[config.mk]
export PLATFORM = sky130hd
export DESIGN_NAME = bmem_arbiter
export DESIGN_NICKNAME = d
export VERILOG_FILES = /design/src/rtl/bmem_arb_pkg.sv /design/src/rtl/cacheline_adapter.sv /design/src/rtl/bmem_arbiter.sv
export SDC_FILE = /design/constraint.sdc
export NUM_CORES = 2
export LEC_CHECK = 0
export BUFFER_PORTS_ARGS = -buffer_cell sky130_fd_sc_hd__clkbuf_2
export CAP_MARGIN = 0
export CORE_AREA = 2 2 392 394
export DETAILED_ROUTE_END_ITERATION = 8
export DIE_AREA = 0 0 394 396
export GPL_ROUTABILITY_DRIVEN = 0
export GPL_TIMING_DRIVEN = 0
export HOLD_SLACK_MARGIN = 0.08
export PLACE_DENSITY = 0.54
export SETUP_SLACK_MARGIN = 0.2
export SLEW_MARGIN = 25
export SYNTH_ARGS = -nofsm -noshare
export SYNTH_HDL_FRONTEND = slang
export SYNTH_SLANG_ARGS = --single-unit
[constraint.sdc]
create_clock -name clk -period 2.2 [get_ports clk]
set_input_delay 0.11 -clock clk [delete_from_list [all_inputs] [get_ports clk]]
set_output_delay 0.11 -clock clk [all_outputs]
set_load 0.01 [all_outputs]
[src/rtl/bmem_arb_pkg.sv]
// bmem_arb_pkg: shared types and line/beat geometry for the burst-memory arbiter
package bmem_arb_pkg;
    localparam int LINE_W = 256;
    localparam int BEAT_W = 64;
    localparam int BEATS  = LINE_W / BEAT_W;
    typedef enum logic [1:0] {IDLE, READ, WRITE, DONE} arb_state_t;
    typedef enum logic {REQ_I, REQ_D} req_id_t;
endpackage

[src/rtl/cacheline_adapter.sv]
// cacheline_adapter: beat counter, line assembly and write-beat selection for one burst
module cacheline_adapter
    import bmem_arb_pkg::*;
(
    input  logic              clk,
    input  logic              rst_n,
    input  logic              start,
    input  logic              reading,
    input  logic              writing,
    input  logic              clear,
    input  logic [LINE_W-1:0] wline,
    input  logic              bmem_resp,
    input  logic [BEAT_W-1:0] bmem_rdata,
    output logic [BEAT_W-1:0] wbeat,
    output logic [LINE_W-1:0] line_fill,
    output logic              done
);
    logic [1:0] beat_cnt, cnt_nx;
    logic [BEATS-1:0][BEAT_W-1:0] line_q, fill;
    logic ack;

    assign ack       = (reading || writing) && bmem_resp;
    assign done      = ack && beat_cnt == 2'(BEATS - 1);
    assign cnt_nx    = beat_cnt + 2'd1;
    assign line_fill = fill;

    // Buffered line with the beat arriving this cycle dropped into its slot
    always_comb begin
        fill = line_q;
        fill[beat_cnt] = bmem_rdata;
    end

    // Beat counter (cleared only from DONE), line buffer and registered write beat
    always_ff @(posedge clk or negedge rst_n) begin
        if (!rst_n) begin
            beat_cnt <= '0;
            line_q   <= '0;
            wbeat    <= '0;
        end else begin
            beat_cnt <= clear ? 2'd0 : (ack && !done) ? cnt_nx : beat_cnt;
            line_q   <= start ? wline : (reading && bmem_resp) ? fill : line_q;
            wbeat    <= start ? wline[BEAT_W-1:0] : (writing && bmem_resp && !done) ? line_q[cnt_nx] : wbeat;
        end
    end
endmodule

[src/rtl/bmem_arbiter.sv]
// bmem_arbiter: round-robin sharing of the burst-memory port between I-cache and D-cache
module bmem_arbiter
    import bmem_arb_pkg::*;
(
    input  logic              clk,
    input  logic              rst_n,
    input  logic [31:0]       i_addr,
    input  logic              i_read,
    output logic [LINE_W-1:0] i_rdata,
    output logic              i_resp,
    input  logic [31:0]       d_addr,
    input  logic              d_read,
    input  logic              d_write,
    input  logic [LINE_W-1:0] d_wdata,
    output logic [LINE_W-1:0] d_rdata,
    output logic              d_resp,
    output logic [31:0]       bmem_address,
    output logic              bmem_read,
    output logic              bmem_write,
    output logic [BEAT_W-1:0] bmem_wdata,
    input  logic [BEAT_W-1:0] bmem_rdata,
    input  logic              bmem_resp
);
    arb_state_t state, state_nx;
    req_id_t last_grant, grant;
    logic d_req, pick_d, go, go_wr, done;
    logic [LINE_W-1:0] line_fill;

    assign d_req  = d_read || d_write;
    assign pick_d = d_req && (!i_read || last_grant == REQ_I);
    assign go     = state == IDLE && (i_read || d_req);
    assign go_wr  = go && pick_d && d_write;

    cacheline_adapter u_adapter (
        .clk        (clk),
        .rst_n      (rst_n),
        .start      (go),
        .reading    (state == READ),
        .writing    (state == WRITE),
        .clear      (state == DONE),
        .wline      (d_wdata),
        .bmem_resp  (bmem_resp),
        .bmem_rdata (bmem_rdata),
        .wbeat      (bmem_wdata),
        .line_fill  (line_fill),
        .done       (done)
    );

    // Next state: grant from IDLE, leave the burst on its last beat, one cycle in DONE
    always_comb begin
        state_nx = state;
        case (state)
            IDLE:        state_nx = go_wr ? WRITE : go ? READ : IDLE;
            READ, WRITE: state_nx = done ? DONE : state;
            default:     state_nx = IDLE;
        endcase
    end

    // State register
    always_ff @(posedge clk or negedge rst_n) begin
        if (!rst_n) state <= IDLE;
        else        state <= state_nx;
    end

    // Registered outputs, grant bookkeeping and returned lines
    always_ff @(posedge clk or negedge rst_n) begin
        if (!rst_n) begin
            grant        <= REQ_I;
            last_grant   <= REQ_I;
            bmem_address <= '0;
            bmem_read    <= 1'b0;
            bmem_write   <= 1'b0;
            i_resp       <= 1'b0;
            d_resp       <= 1'b0;
            i_rdata      <= '0;
            d_rdata      <= '0;
        end else begin
            if (go) begin
                grant        <= pick_d ? REQ_D : REQ_I;
                bmem_address <= (pick_d ? d_addr : i_addr) & ~32'h1F;
            end
            bmem_read  <= (go && !go_wr) || (state == READ && bmem_read && !bmem_resp);
            bmem_write <= go_wr || (state == WRITE && !done);
            i_resp     <= done && grant == REQ_I;
            d_resp     <= done && grant == REQ_D;
            if (done && state == READ && grant == REQ_I) i_rdata <= line_fill;
            if (done && state == READ && grant == REQ_D) d_rdata <= line_fill;
            if (state == DONE) last_grant <= grant;
        end
    end
endmodule

### After elaboration in Yosys (flattened, before gate mapping)

Index checks and enable logic that the tools add are counted.

* add/subtract/negate cells: 1
* $lt $le $gt $ge: 3
* equal/unequal tests: 5
* multiplexer cells: 17
* bitwise operators: 2
* reduce and logical (&&, ||, !) cells: 35

Operators with widths (number)
* $mux 256: 2
* $bwmux 256: 1
* $mux 64: 4
* $bmux 64 s2: 1
* $demux 64 s2: 1
* $mux 32: 1
* $logic_and 1x1->1: 20
* $mux 2: 4
* $eq 2x2->1 const B: 3
* $logic_or 1x1->1: 6
* $lt 2x3->1 const B: 2
* $reduce_bool 2->1: 3
* $logic_not 1->1: 4
* $pmux 2 s2: 1
* $add 2x1->2 const B: 1
* $eq 2x1->1 const B: 1
* $ge 2x1->1 const B: 1
* $logic_not 2->1: 1
* $mux 1: 2
* $ne 2x2->1 const B: 1
* $not 1->1: 2
* $reduce_or 2->1: 1

* register bits after elaboration: 869
* input port bits: 390
* logic and storage cells: 79

### Depth between registers and ports, before layout

* word-level depth: 8
* mapped depth: 9

### Hierarchy

Synthesis repeated with hierarchy kept, for this count alone.

* cells, all modules: 2951
* area, all modules: 40194.8 um^2

Modules (own cells, without submodules)
* bmem_arbiter: instances 1, cells an instance 1244, area an instance 21020.2 um^2, sequential area each 13688.1 um^2
* cacheline_adapter: instances 1, cells an instance 1707, area an instance 19174.6 um^2, sequential area each 8057.7 um^2

### Worst setup path after synthesis

Ideal clock, no wire load.

* path kind: register -> register
* from: reg u_adapter.beat_cnt[0]
* to: reg u_adapter.wbeat[22]
* data arrival time: 2.224 ns
* required time: 2.059 ns
* setup slack: -0.165 ns
* cell stages (with the launch flop): 10
* path buffers: 4
* path through: dfrtp_1 -> buf_2 -> buf_4 -> inv_1 -> ha_1 -> clkbuf_1 -> buf_2 -> mux4_2 -> nand3_1 -> a31oi_1

* longest elaborated chain between the ends: 5
* elaborated cells on any way between the ends: 10
* classes of those cells: add/sub: 1; eq/ne: 1; mux: 4; reduce/logical: 4

Ends and longest elaborated chain
* from (decl): RTL line cacheline_adapter.sv:18 `logic [1:0] beat_cnt, cnt_nx;`
* from (signal assigned): RTL line cacheline_adapter.sv:40 `beat_cnt <= clear ? 2'd0 : (ack && !done) ? cnt_nx : beat_cnt;`
* $add 2x1->2 or $eq 2x2->1 (tied branches): RTL line cacheline_adapter.sv:24, cacheline_adapter.sv:23
* $bmux 64 s2 or $logic_and 1x1->1 (tied branches): RTL line cacheline_adapter.sv:42, cacheline_adapter.sv:23
* $mux 64 (not written as such) or $logic_not 1->1 (tied branches): RTL line cacheline_adapter.sv:42 `wbeat <= start ? wline[BEAT_W-1:0] : (writing && bmem_resp && !done) ? line_q[cnt_nx] : wbeat;`
* $mux 64 or $logic_and 1x1->1 (tied branches): RTL line cacheline_adapter.sv:42
* $mux 64 or $reduce_bool 2->1 (tied branches)
* to (signal assigned): RTL line cacheline_adapter.sv:42
* to (decl): RTL line cacheline_adapter.sv:14 `output logic [BEAT_W-1:0] wbeat,`

Several ways; a longest one is shown, not always the timed one. The select of a mux whose other input is x is not followed.
A chain may end at the register's enable or synchronous reset.

### Final worst setup path

* from: reg u_adapter.beat_cnt[1]
* to: reg d_rdata[62]

* longest elaborated chain between the ends: 5
* elaborated cells on any way between the ends: 10
* classes of those cells: order compare: 2; eq/ne: 1; mux: 3; reduce/logical: 4

Ends and longest elaborated chain
* $lt 2x3->1 (not written as such) or $ge 2x1->1 (tied branches): RTL line cacheline_adapter.sv:30 `fill[beat_cnt] = bmem_rdata;`
* $logic_and 1x1->1 (not written as such): RTL line cacheline_adapter.sv:30
* $mux 64 (not written as such): RTL line cacheline_adapter.sv:30
* $demux 64 s2
* $bwmux 256: RTL line cacheline_adapter.sv:30
* to (signal assigned): RTL line bmem_arbiter.sv:87 `if (done && state == READ && grant == REQ_D) d_rdata <= line_fill;`
* to (decl): RTL line bmem_arbiter.sv:15 `output logic [LINE_W-1:0] d_rdata,`

Several ways; a longest one is shown, not always the timed one.

==> out/results.txt <==
Clock power share -> 21.4%
Status -> finished with violations
Layout Cells excl Fill -> 6715
Final instance area -> 59320 um^2
Most used cell, CP -> buf_12
Clk_lat worst skew -> 730 ps
Die area -> 156000 um^2
Overall routing resource usage -> 24.57%
Initial antenna violation count -> 32
Synth unique cells -> 31
Crit path launch type -> flip-flop
Failing checks -> negative hold slack, negative setup slack
Starting Density -> 26.98%
Die X -> 394 um
Final Hold Vio Count -> 115
Slowest CP cell -> dfrtp_1
Overall routed net length -> 198500 um
Syn_area_per_cell -> 13.50 um^2
Leakage -> 30.25 nW
Seq pwr share -> 31.7%
Mapped Cells -> 3030
Switching power -> 33.61 mW
CTS buffer count -> 102
Crit. End Element -> flip-flop
Hold Path Class -> input pin to asynchronous set/reset pin
#FFs+latches synth -> 869
Largest stage delay on the critical path -> 410 ps
Largest family of logic cells by synthesized area -> multiplexers
Reg clk slew, reported paths -> 70 ps
DRC -> 0
Complex-gate fraction of the synthesized area -> 5.391%
Pin count of the biggest net entering global routing -> 82
Setup ws final -> -56.52 ps
Relative slew slack -> 50.24%
Cell Count Post-Placement -> 6067
Total power -> 83.57 mW
Worst Skew -> 38.19 ps
MaxCap Viol Count -> 0
WP data arrival -> 2840 ps
Die height -> 396 um
Core box area -> 151500 um^2
Slew Viols, Final -> 0
Final net count -> 4990
Warnings from Yosys -> 0
Int Power -> 49.97 mW
CTS max path bufs -> 3
Antenna Violating Nets Remaining -> 0
Worst path required time -> 2780 ps
Power density cells -> 1409 nW/um^2
Commonest non-fill, non-tap cell in the layout -> clkbuf_2
Synth Area in Adders -> 0.2448%
FMAX -> 443.2 MHz
Area delta synth->final -> 45.06%
# clock sinks -> 869
Sw Share -> 40.21%
TritonCTS clock tree -> yes
Tmin final -> 2257 ps
Layout cells sized above 1 -> 49.83%
Htree depth -> 3
DR iter-0 viols -> 2313
First-pass GRT wire length -> 271200 um
Final Hold Slack -> -84.57 ps
Final core utilization -> 39.14%
Worst vdd ir -> 0.8977 mV
Drt first pass iters -> 7
I/O Pins -> 1002
CTS root buf -> clkbuf_16
Final setup violation count -> 133
Vias/cell -> 4.902
Detailed-route via count -> 32910
Slew @ Worst Pin -> 746.3 ps
Fill count -> 14670
Max Fanout on Critical Path -> 10
Avg WL per Cell -> 29.57 um
Num rows -> 143
Combinational Power Share -> 47.0%
Mapped Area -> 40890 um^2
Synth Area in XOR/XNOR -> 0.02142%
R2R depth -> 8
Post-DP HPWL -> 144800 um
Most frequent cells in the layout -> 1024 x clkbuf_2, 868 x dfrtp_1, 438 x mux2_2
Synth Area in Simple Gates -> 3.690%
Port Buffers -> 986
Post-synthesis mux area share -> 33.86%
Sequential share of the synthesized area -> 53.18%
Worst Setup Path Type -> flip-flop to flip-flop
Total grt overflow -> 0
RSZ-0062 raised after global routing -> true
Vias in the first global route -> 34000
Placed Instance Area -> 48980 um^2
Final worst path period share -> 102.6%
Critical path, cell by cell -> ha_2, buf_12, nand4_1, or2_1, buf_6, buf_12, buf_12, mux2_4
-- per-layer routing --
layer | part of all wire (%) | GRT usage (%)
met5 | 0.050 | 0
met4 | 4.0 | 9.620
met3 | 8.0 | 7.303
met2 | 47 | 40.06
met1 | 41 | 30.49
-- flip-flops by register name (all words and copies together) (netlist names) --
signal	count
state	2
grant	1
u_adapter.line_q	256
bmem_write	1
bmem_address	27
d_rdata	256
d_resp	1
u_adapter.beat_cnt	2
i_resp	1
last_grant	1
u_adapter.wbeat	64
i_rdata	256
bmem_read	1
-- per-stage QoR --
| step | setup TNS [ps] | setup WS (ps) |
|---|---|---|
| 2_1_floorplan | 0 | 196.4 |
| 3_3_place_gp | - | -21530 |
| 3_5_place_dp | -537160 | -1102 |
| 4_1_cts | -1100 | -36.28 |
| 5_1_grt | -28700 | -145.5 |
| 6_report | -2106 | -56.52 |
-- path summary, 6_finish.rpt --
path	startpoint	endpoint	slack, ps
worst min register to register	bmem_address[29]	bmem_address[29]	480
min in group clk	d_wdata[167]	u_adapter.line_q[167]	190
worst min-delay path	rst_n	d_rdata[227]	-80
max in group asynchronous	rst_n	u_adapter.beat_cnt[0]	720
worst max-delay path	u_adapter.beat_cnt[1]	d_rdata[62]	-60
worst max register to register	u_adapter.beat_cnt[1]	d_rdata[62]	-60
-- critical path, delay by kind of cell, from the launching register on --
kind / cells / cell delay [ps]
flops: 1 / 410
buf+inv: 4 / 690
simple gates: 2 / 440
fa+ha+maj: 1 / 230
mux: 1 / 290
-- Yosys cell counts --
master	instances	area, um^2
inv_1	7	26.28
o2bb2ai_1	1	8.760
buf_1	29	108.9
nand3b_1	2	15.01
and2_1	3	18.77
mux2_4	240	3603
or2_1	1	6.260
buf_4	15	112.6
buf_8	2	30.03
mux2i_1	284	2843
xnor2_1	1	8.760
nand3_1	71	355.3
a31oi_1	64	400.4
a32o_1	1	10.01
dfrtp_1	869	21750
buf_2	97	485.5
ha_1	8	100.1
o21ai_0	94	470.5
buf_12	20	400.4
nand2_1	34	127.6
mux2_2	529	5957
conb_1	1	3.750
buf_6	6	67.56
o31ai_1	2	15.01
clkbuf_1	65	244.0
mux4_2	64	1441
nand4_1	1	6.260
o21ba_2	1	10.01
a21oi_1	256	1281
nor2_1	261	979.7
o311ai_0	1	8.760
-- logic make-up after synthesis --
group	Yosys count
compound gates	420
xor+xnor	1
fa+ha+maj	8
buf+inv	241
flops	869
mux	1117
other cells	1
simple gates	373
-- power groups by stage --
stage / clock network, mW / logic (mW) / registers (mW)
final: 17.8 / 39.2 / 26.5
after global placement: 0 / 34.0 / 26.3
after floorplan: 0 / 17.5 / 27.0
after global routing: 18.8 / 41.3 / 27.1
after detailed placement: 0 / 34.6 / 26.5
after CTS: 18.1 / 38.8 / 26.3
-- area by class of cell --
class | count | area (um^2) | area share, %
Tap cell | 2030 | 2540 | 4.282
Timing Repair Buffer | 1455 | 10580 | 17.84
Buffer | 233 | 2720 | 4.586
Multi-Input combinational cell | 1924 | 18210 | 30.70
Clock inverter | 42 | 504.2 | 0.8501
Clock buffer | 144 | 2953 | 4.978
Sequential cell | 869 | 21750 | 36.66
Inverter | 7 | 30.03 | 0.05062
Antenna cell | 11 | 27.53 | 0.04641
-- what timing repair did --
item / in CTS / in global routing
gates resized for setup: 466 / 38
pin swaps: 17 / 7
setup endpoints to repair: 867 / 804
gates cloned: 15 / 9
endpoints found under the hold margin: 1176 / 228
buffers inserted: 35 / 1
hold buffers: 389 / 3
(Power assumes the default switching activity.)
